**config.mk**
```make
export PLATFORM = sky130hd
export DESIGN_NAME = seq_detector_param
export DESIGN_NICKNAME = d
export VERILOG_FILES = /design/src/rtl/seq_det_pkg.sv /design/src/rtl/seq_match_counter.sv /design/src/rtl/seq_detector_param.sv
export SDC_FILE = /design/constraint.sdc
export NUM_CORES = 1
export LEC_CHECK = 0
export BUFFER_PORTS_ARGS = -buffer_cell sky130_fd_sc_hd__buf_2
export CORE_ASPECT_RATIO = 2
export CORE_MARGIN = 10
export CORE_UTILIZATION = 35
export CTS_BUF_LIST = sky130_fd_sc_hd__clkbuf_4 sky130_fd_sc_hd__clkbuf_8
export DETAILED_ROUTE_END_ITERATION = 12
export SYNTH_ARGS = -nofsm -noshare
export SYNTH_HDL_FRONTEND = slang
export SYNTH_SLANG_ARGS = --single-unit
```
**constraint.sdc**
```tcl
create_clock -name clock -period 2.8 [get_ports clock]
set_input_delay 0.42 -clock clock [delete_from_list [all_inputs] [get_ports clock]]
set_output_delay 0.42 -clock clock [all_outputs]
set_load 0.005 [all_outputs]
```
**src/rtl/seq_det_pkg.sv**
```systemverilog
// Shared constants and helpers for the parametrised serial pattern detector.
package seq_det_pkg;

    localparam int unsigned MAX_PAT_W = 32;

    localparam logic [7:0]  DEF_PAT = 8'b0010_1010;
    localparam int unsigned DEF_LEN = 6;
    localparam bit          DEF_OVL = 1'b1;

    // Mask with the low len bits set; callers truncate to their own pattern width.
    function automatic logic [MAX_PAT_W-1:0] len_mask(input int unsigned len);
        logic [MAX_PAT_W-1:0] m;
        m = '0;
        for (int unsigned i = 0; i < MAX_PAT_W; i++) begin
            m[i] = (i < len);
        end
        return m;
    endfunction

endpackage

```
**src/rtl/seq_match_counter.sv**
```systemverilog
// Saturating match counter; clear takes priority over increment.
module seq_match_counter #(
    parameter int unsigned CNT_W = 16
) (
    input  logic             clock,
    input  logic             reset_n,
    input  logic             inc,
    input  logic             clr,
    output logic [CNT_W-1:0] count
);

    localparam logic [CNT_W-1:0] CNT_MAX = '1;

    always_ff @(posedge clock) begin
        if (!reset_n) begin
            count <= '0;
        end else if (clr) begin
            count <= '0;
        end else if (inc && (count != CNT_MAX)) begin
            count <= count + CNT_W'(1);
        end
    end

endmodule

```
**src/rtl/seq_detector_param.sv**
```systemverilog
// Runtime-programmable serial pattern detector with overlap control,
// registered match pulse and saturating match count.
module seq_detector_param #(
    parameter int unsigned      PAT_W   = 8,
    parameter int unsigned      LEN_W   = $clog2(PAT_W + 1),
    parameter int unsigned      CNT_W   = 16,
    parameter logic [PAT_W-1:0] DEF_PAT = PAT_W'(seq_det_pkg::DEF_PAT),
    parameter int unsigned      DEF_LEN = seq_det_pkg::DEF_LEN,
    parameter bit               DEF_OVL = seq_det_pkg::DEF_OVL
) (
    input  logic             clock,
    input  logic             reset_n,
    input  logic             x,
    input  logic             x_valid,
    input  logic             cfg_load,
    input  logic [PAT_W-1:0] cfg_pattern,
    input  logic [LEN_W-1:0] cfg_len,
    input  logic             cfg_overlap,
    input  logic             cnt_clr,
    output logic             z,
    output logic [CNT_W-1:0] match_count,
    output logic             cfg_err
);

    import seq_det_pkg::*;

    localparam logic [LEN_W-1:0] FILL_MAX = LEN_W'(PAT_W);

    logic [PAT_W-1:0] pattern_q;
    logic [LEN_W-1:0] len_q;
    logic             overlap_q;
    logic [PAT_W-2:0] hist_q;
    logic [LEN_W-1:0] fill_q;

    logic [PAT_W-1:0] hist_next_c;
    logic [LEN_W-1:0] fill_inc_c;
    logic [PAT_W-1:0] mask_c;
    logic             match_c;

    // Candidate history/fill if a bit is accepted, and the masked compare.
    always_comb begin
        hist_next_c = {hist_q, x};
        fill_inc_c  = (fill_q == FILL_MAX) ? fill_q : fill_q + LEN_W'(1);
        mask_c      = PAT_W'(len_mask(32'(len_q)));
        match_c     = x_valid && !cfg_load && !cfg_err
                      && (fill_inc_c >= len_q)
                      && ((hist_next_c & mask_c) == (pattern_q & mask_c));
    end

    always_ff @(posedge clock) begin
        if (!reset_n) begin
            pattern_q <= DEF_PAT;
            len_q     <= LEN_W'(DEF_LEN);
            overlap_q <= DEF_OVL;
            cfg_err   <= 1'b0;
            hist_q    <= '0;
            fill_q    <= '0;
            z         <= 1'b0;
        end else if (cfg_load) begin
            pattern_q <= cfg_pattern;
            len_q     <= cfg_len;
            overlap_q <= cfg_overlap;
            cfg_err   <= (cfg_len == '0) || (cfg_len > FILL_MAX);
            hist_q    <= '0;
            fill_q    <= '0;
            z         <= 1'b0;
        end else begin
            z <= match_c;
            if (x_valid) begin
                hist_q <= hist_next_c[PAT_W-2:0];
                // Non-overlapping mode demands len fresh bits after each match.
                fill_q <= (match_c && !overlap_q) ? '0 : fill_inc_c;
            end
        end
    end

    seq_match_counter #(
        .CNT_W (CNT_W)
    ) u_counter (
        .clock   (clock),
        .reset_n (reset_n),
        .inc     (match_c),
        .clr     (cnt_clr),
        .count   (match_count)
    );

endmodule

```
# After elaboration in Yosys (flattened, before gate mapping)
# Index checks and enable logic that the tools add are counted.
# totals
romBits	0
ff_bits	42
ram_bits	0
out_inout_bits	18
elab_cells	41
latch_bits	0
mem_count	0
# classes
n_reduce_logical	13
n_mul	0
shift	0
n_eq_ne	3
addsub	2
n_mux	2
div_mod_pow	0
bitwise_logic	3
magnitude_cmp	10
# op_table
operator	count
16-bit by 1-bit adder with 16-bit output (second input constant)	1
8-bit bitwise AND	2
3-bit by 4-bit less-than comparator with 1-bit output (first input constant)	4
16-bit != test (second input constant)	1
8-bit equality test	1
1-bit by 4-bit less-than comparator with 1-bit output (first input constant)	2
2-bit by 4-bit less-than comparator with 1-bit output (first input constant)	2
4-bit 2-to-1 mux	2
1-bit logical AND	6
4-bit by 1-bit adder with 4-bit output (second input constant)	1
4-bit equality test (second input constant)	1
4-bit greater-or-equal comparator	1
4-bit greater-than comparator (second input constant)	1
4-bit zero test	1
2-bit OR reduction	2
1-bit zero test	3
1-bit logical OR	1
1-bit NOT	1

# Depth between registers and ports, before layout
# logic_depth
depth_word	7
ltp_mapped	13
ltp_nobuf	12

# Cells and area by module
# From an unflattened synthesis, not the netlist that was laid out.
# hier_totals
hier_cells	228
area_unflattened_um2	2172.1
# modules_own_cells
module	n_inst	area_each_um2	cells_per_inst
seq_detector_param	1	1307.5	137
seq_match_counter	1	864.6	91

# Worst setup path after synthesis
# OpenSTA, ideal clock, no wires.
# synth_path
kind	reg-to-reg
startpoint	register fill_q[0]
endpoint	register fill_q[1]
slack_ps	274
required_ps	2729
setup_ps	71
path_stages_with_launch	13
synth_period_minus_slack_ps	2526
t_arrival_ps	2455
path_buffers	1
path_cell_list	dfxtp_1 -> inv_1 -> ha_1 -> nand2_1 -> nor2_1 -> xnor2_1 -> ha_1 -> nand2b_1 -> a2111o_1 -> nand2_1 -> clkbuf_1 -> o311ai_0 -> a21oi_1
# synth_via
elab_chain_cells	7
elab_cells_between_ends	8
cone_classes	add/sub: 1; order compare: 1; eq/ne: 1; mux: 2; reduce/logical: 3
# synth_rtl
element	line_no	source
start: declaration	seq_detector_param.sv:33	logic [LEN_W-1:0] fill_q;
start signal: assignment	seq_detector_param.sv:72	fill_q <= (match_c && !overlap_q) ? '0 : fill_inc_c;
4-bit by 1-bit adder with 4-bit output / 4-bit equality test (equally long branches)	seq_detector_param.sv:43	fill_inc_c = (fill_q == FILL_MAX) ? fill_q : fill_q + LEN_W'(1);
4-bit 2-to-1 mux *	seq_detector_param.sv:43	
4-bit greater-or-equal comparator	seq_detector_param.sv:46	&& (fill_inc_c >= len_q)
1-bit logical AND	seq_detector_param.sv:46	
1-bit logical AND	seq_detector_param.sv:47	&& ((hist_next_c & mask_c) == (pattern_q & mask_c));
1-bit logical AND	seq_detector_param.sv:72	
4-bit 2-to-1 mux *	seq_detector_param.sv:72	
# Mark *: on every way between the ends. The rest lies on a longest branch, timed or not.
# A chain may end at the register's enable or synchronous reset.

# Final worst setup path
# layout_path
startpoint	register fill_q[0]
endpoint	register u_counter.count[2]
# layout_via
elab_chain_cells	6
elab_cells_between_ends	7
cone_classes	add/sub: 1; order compare: 1; eq/ne: 1; mux: 1; reduce/logical: 3
# layout_rtl
element	line_no	source
4-bit by 1-bit adder with 4-bit output / 4-bit equality test (equally long branches)	seq_detector_param.sv:43	
4-bit 2-to-1 mux *	seq_detector_param.sv:43	
4-bit greater-or-equal comparator *	seq_detector_param.sv:46	
1-bit logical AND *	seq_detector_param.sv:46	
1-bit logical AND *	seq_detector_param.sv:47	
1-bit logical AND *	seq_match_counter.sv:19	end else if (inc && (count != CNT_MAX)) begin
end signal: assignment	seq_match_counter.sv:20	count <= count + CNT_W'(1);
end: declaration	seq_match_counter.sv:9	output logic [CNT_W-1:0] count
# Marks and branches as above.

==> Implementation_results.wiki <==
{| class="wikitable"
! Metric !! Value
|-
| Data arrival time of the critical path || 2.71 ns
|-
| CP required || 2.97 ns
|-
| Post-synth EDFFs || 0
|-
| Worst-case headroom to the max-slew limit || 59.8%
|-
| Root cell of the clock tree || sky130_fd_sc_hd__clkbuf_8
|-
| Die width || 77.1 µm
|-
| Max-capacitance violation count || 0
|-
| Average vias per placed instance || 5.05
|-
| Final setup skew || 0.00423 ns
|-
| Worst min path class || in -> reg
|-
| N_diodes || 0
|-
| Detail-routed net length per standard cell || 14.4 µm
|-
| PortBufs || 36
|-
| Total grt overflow || 0
|-
| Maximum level of the CTS H-tree || 2
|-
| R2R Setup Slk || 0.26 ns
|-
| Result of the run || finished clean
|-
| Critical path startpoint category || register
|-
| Unique cell type count in the Yosys netlist || 38
|-
| Number of buffers inserted by post-CTS setup repair || 0
|-
| Largest buffer count on any clock path || 2
|-
| Maximum resistive drop on vdd || 0.000250 V
|-
| Remaining routing DRC violations || 0
|-
| Total count of hold-check failures in the final report || 0
|-
| Fin util || 41.9%
|-
| Largest fanout on the critical path || 5
|-
| Max Clk Rate || 394 MHz
|-
| Clock latency at the later pin of the worst-skew pair || 0.29 ns
|-
| Fraction of registers with async set or reset after synthesis || 0%
|-
| Number of detailed-route iterations in the first pass || 4
|-
| Number of antenna violations at the first check in global routing || 0
|-
| Register clock-pin slew on the reported worst setup and hold paths || 0.08 ns
|-
| Most used DFF post-synth || sky130_fd_sc_hd__dfxtp_1
|-
| Number of instances in the synthesized netlist || 248
|-
| Setup TNS || 0 ns
|-
| Endpoints failing setup || 0
|-
| Number of register bits inferred by synthesis || 42
|-
| Worst Tran Pin Value || 0.600 ns
|-
| Critical path class || reg -> reg
|-
| Routed vias || 1,865
|-
| Post-synthesis sequential area ratio || 36.8%
|-
| Post-cts repair resize count || 0
|-
| Worst slack on hold paths || 0.343 ns
|-
| Syn nets || 274
|-
| Global-route usage over all layers || 10.5%
|-
| Via count of the first global-routing pass || 1,941
|-
| Number of core rows || 41
|-
| Mean area per synthesized cell || 9.20 µm²
|-
| Cts bufs inserted || 5
|-
| First-pass GRT wire length || 9.03 mm
|-
| RSZ-0062 raised after global routing || false
|-
| Die height || 134 µm
|-
| Area fraction of the dominant cell type after synthesis || 36.8%
|-
| Count of final max-slew check failures || 0
|-
| Final clock period utilization by the worst path || 90.7%
|-
| Pin count of the biggest net entering global routing || 24
|-
| Layout cell share with drive strength beyond 1 || 21.9%
|-
| Die Footprint || 10,300 µm²
|-
| Cell accounting for the most synthesized area || sky130_fd_sc_hd__dfxtp_1
|-
| Post-synthesis to final-layout area growth || 15.7%
|-
| Detailed Place HPWL || 4.13 mm
|-
| Top-level I/O count || 37
|-
| Design Area, Final || 2640 µm²
|-
| CTS tree || yes
|-
| Antenna-violating nets left || 0
|-
| Hold buffer count at cts || 0
|-
| Pwr per Cell Area || 422 nW/µm²
|-
| Post-Syn Area || 2280 µm²
|-
| Aggregate routed wire length || 5.30 mm
|-
| Warning count from the yosys run || 0
|-
| Post-route minimum period || 2.54 ns
|-
| CORE AREA || 6310 µm²
|-
| Most common cell in the synthesized netlist || sky130_fd_sc_hd__dfxtp_1
|-
| Starting DRC count in detailed routing || 76
|-
| Area post-placement || 2550 µm²
|-
| Leakage power || 1.03 nW
|-
| Fillcell total || 671
|-
| Biggest area contributors in the synthesized netlist || sky130_fd_sc_hd__dfxtp_1 37%, sky130_fd_sc_hd__mux2i_1 13%, sky130_fd_sc_hd__nor4_2 6.0%, sky130_fd_sc_hd__nand2b_1 5.5%, sky130_fd_sc_hd__nand2_1 4.8%
|-
| Commonest cells in the netlist || 42 x sky130_fd_sc_hd__dfxtp_1, 30 x sky130_fd_sc_hd__mux2i_1, 29 x sky130_fd_sc_hd__nand2_1, 20 x sky130_fd_sc_hd__nand2b_1, 15 x sky130_fd_sc_hd__nor2_1
|-
| Starting density of the core || 36.2%
|-
| Endpoint class of the critical path || register
|-
| RePlAce Congestion || 0.867
|-
| Layout net count || 309
|-
| Sink Count || 42
|}
cell usage in the layout, fill, tap and decap left out, types with 3 or more instances in the layout:
cell type | synthesis | routed
sky130_fd_sc_hd__ha_1 | 7 | 7
sky130_fd_sc_hd__nand2_1 | 29 | 28
sky130_fd_sc_hd__xnor2_1 | 11 | 11
sky130_fd_sc_hd__nand2b_1 | 20 | 20
sky130_fd_sc_hd__mux2i_1 | 30 | 30
sky130_fd_sc_hd__nand4_1 | 3 | 3
sky130_fd_sc_hd__dfxtp_1 | 42 | 42
sky130_fd_sc_hd__buf_4 | 1 | 5
sky130_fd_sc_hd__nor4_2 | 11 | 11
sky130_fd_sc_hd__inv_1 | 8 | 8
sky130_fd_sc_hd__o41ai_1 | 3 | 3
sky130_fd_sc_hd__nand3_1 | 9 | 9
sky130_fd_sc_hd__nor2b_1 | 9 | 8
sky130_fd_sc_hd__buf_2 | 2 | 36
sky130_fd_sc_hd__nor3b_1 | 3 | 3
sky130_fd_sc_hd__and4_1 | 3 | 3
sky130_fd_sc_hd__a21oi_1 | 4 | 4
sky130_fd_sc_hd__o311ai_0 | 5 | 5
sky130_fd_sc_hd__nor2_1 | 15 | 15
sky130_fd_sc_hd__clkbuf_8 | 0 | 5
cell type report:
class | instances | area [µm²] | share of cell area [%]
Clock buffer | 5 | 68.8 | 2.61
Clock inverter | 2 | 10.0 | 0.379
Inverter | 8 | 30.0 | 1.14
Multi-Input combinational cell | 185 | 1370 | 51.7
Sequential cell | 42 | 841 | 31.8
Tap cell | 86 | 108 | 4.07
Timing Repair Buffer | 41 | 218 | 8.24
flip-flops by register name, indices dropped and copies added (netlist names):
signal / cells
cfg_err: 1
fill_q: 4
hist_q: 7
len_q: 4
overlap_q: 1
pattern_q: 8
u_counter.count: 16
z: 1
cells by family after synthesis:
family / after synthesis / share of synthesized area, %
buffers and inverters: 21 / 3.73
xor gates and xnor gates: 11 / 4.22
DFF: 42 / 36.8
and+or+nand+nor: 110 / 28.8
adders and majority gates: 7 / 3.84
AOI/OAI and AO/OA: 27 / 9.38
muxes: 30 / 13.2
per-layer routing:
| layer | track usage (%) | wire length [µm] | part of all wire (%) | up-vias |
|---|---|---|---|---|
| met5 | 0 | 0 | 0 | - |
| met4 | 5.41 | 116 | 2.2 | 0 |
| met3 | 2.48 | 168 | 3.2 | 8 |
| met2 | 19.6 | 3000 | 57 | 26 |
| met1 | 10.3 | 2010 | 38 | 878 |
| li1 | - | - | - | 953 |
worst max-delay path, cell delays in order, from the launching register on:
cell and delay [ns]:
sky130_fd_sc_hd__dfxtp_1 0.38, sky130_fd_sc_hd__inv_1 0.09, sky130_fd_sc_hd__ha_1 0.20, sky130_fd_sc_hd__nand2_1 0.08, sky130_fd_sc_hd__nor2_1 0.05, sky130_fd_sc_hd__xnor2_1 0.24
sky130_fd_sc_hd__ha_1 0.28, sky130_fd_sc_hd__nand2b_1 0.14, sky130_fd_sc_hd__a2111o_1 0.50, sky130_fd_sc_hd__nand3_1 0.22, sky130_fd_sc_hd__o311ai_0 0.14, sky130_fd_sc_hd__o41ai_1 0.12
worst paths after layout:
check | from | endpoint | depth (start not counted)
max reg2reg | fill_q[0] | u_counter.count[2] | 11
max | fill_q[0] | u_counter.count[2] | 11
min reg2reg | u_counter.count[13] | u_counter.count[13] | 2
min | cfg_pattern[3] | pattern_q[3] | 3
through the flow:
| step | setup WS (ns) | instances | total power, mW |
|---|---|---|---|
| finish | 0.259 | 369 | 1.11 |
| global route | 0.0149 | 369 | 1.18 |
| CTS | 0.110 | 369 | 1.13 |
| global placement | 0.220 | 362 | 0.759 |
| floorplan | 0.274 | 248 | 0.722 |
| detailed placement | 0.137 | 362 | 0.762 |
power breakdown:
group / switching [mW] / internal [mW]
clock: 0.198 / 0.167
sequential: 0.0154 / 0.612
combinational: 0.0657 / 0.0556
Note: power is estimated with default switching activity, not from simulation.
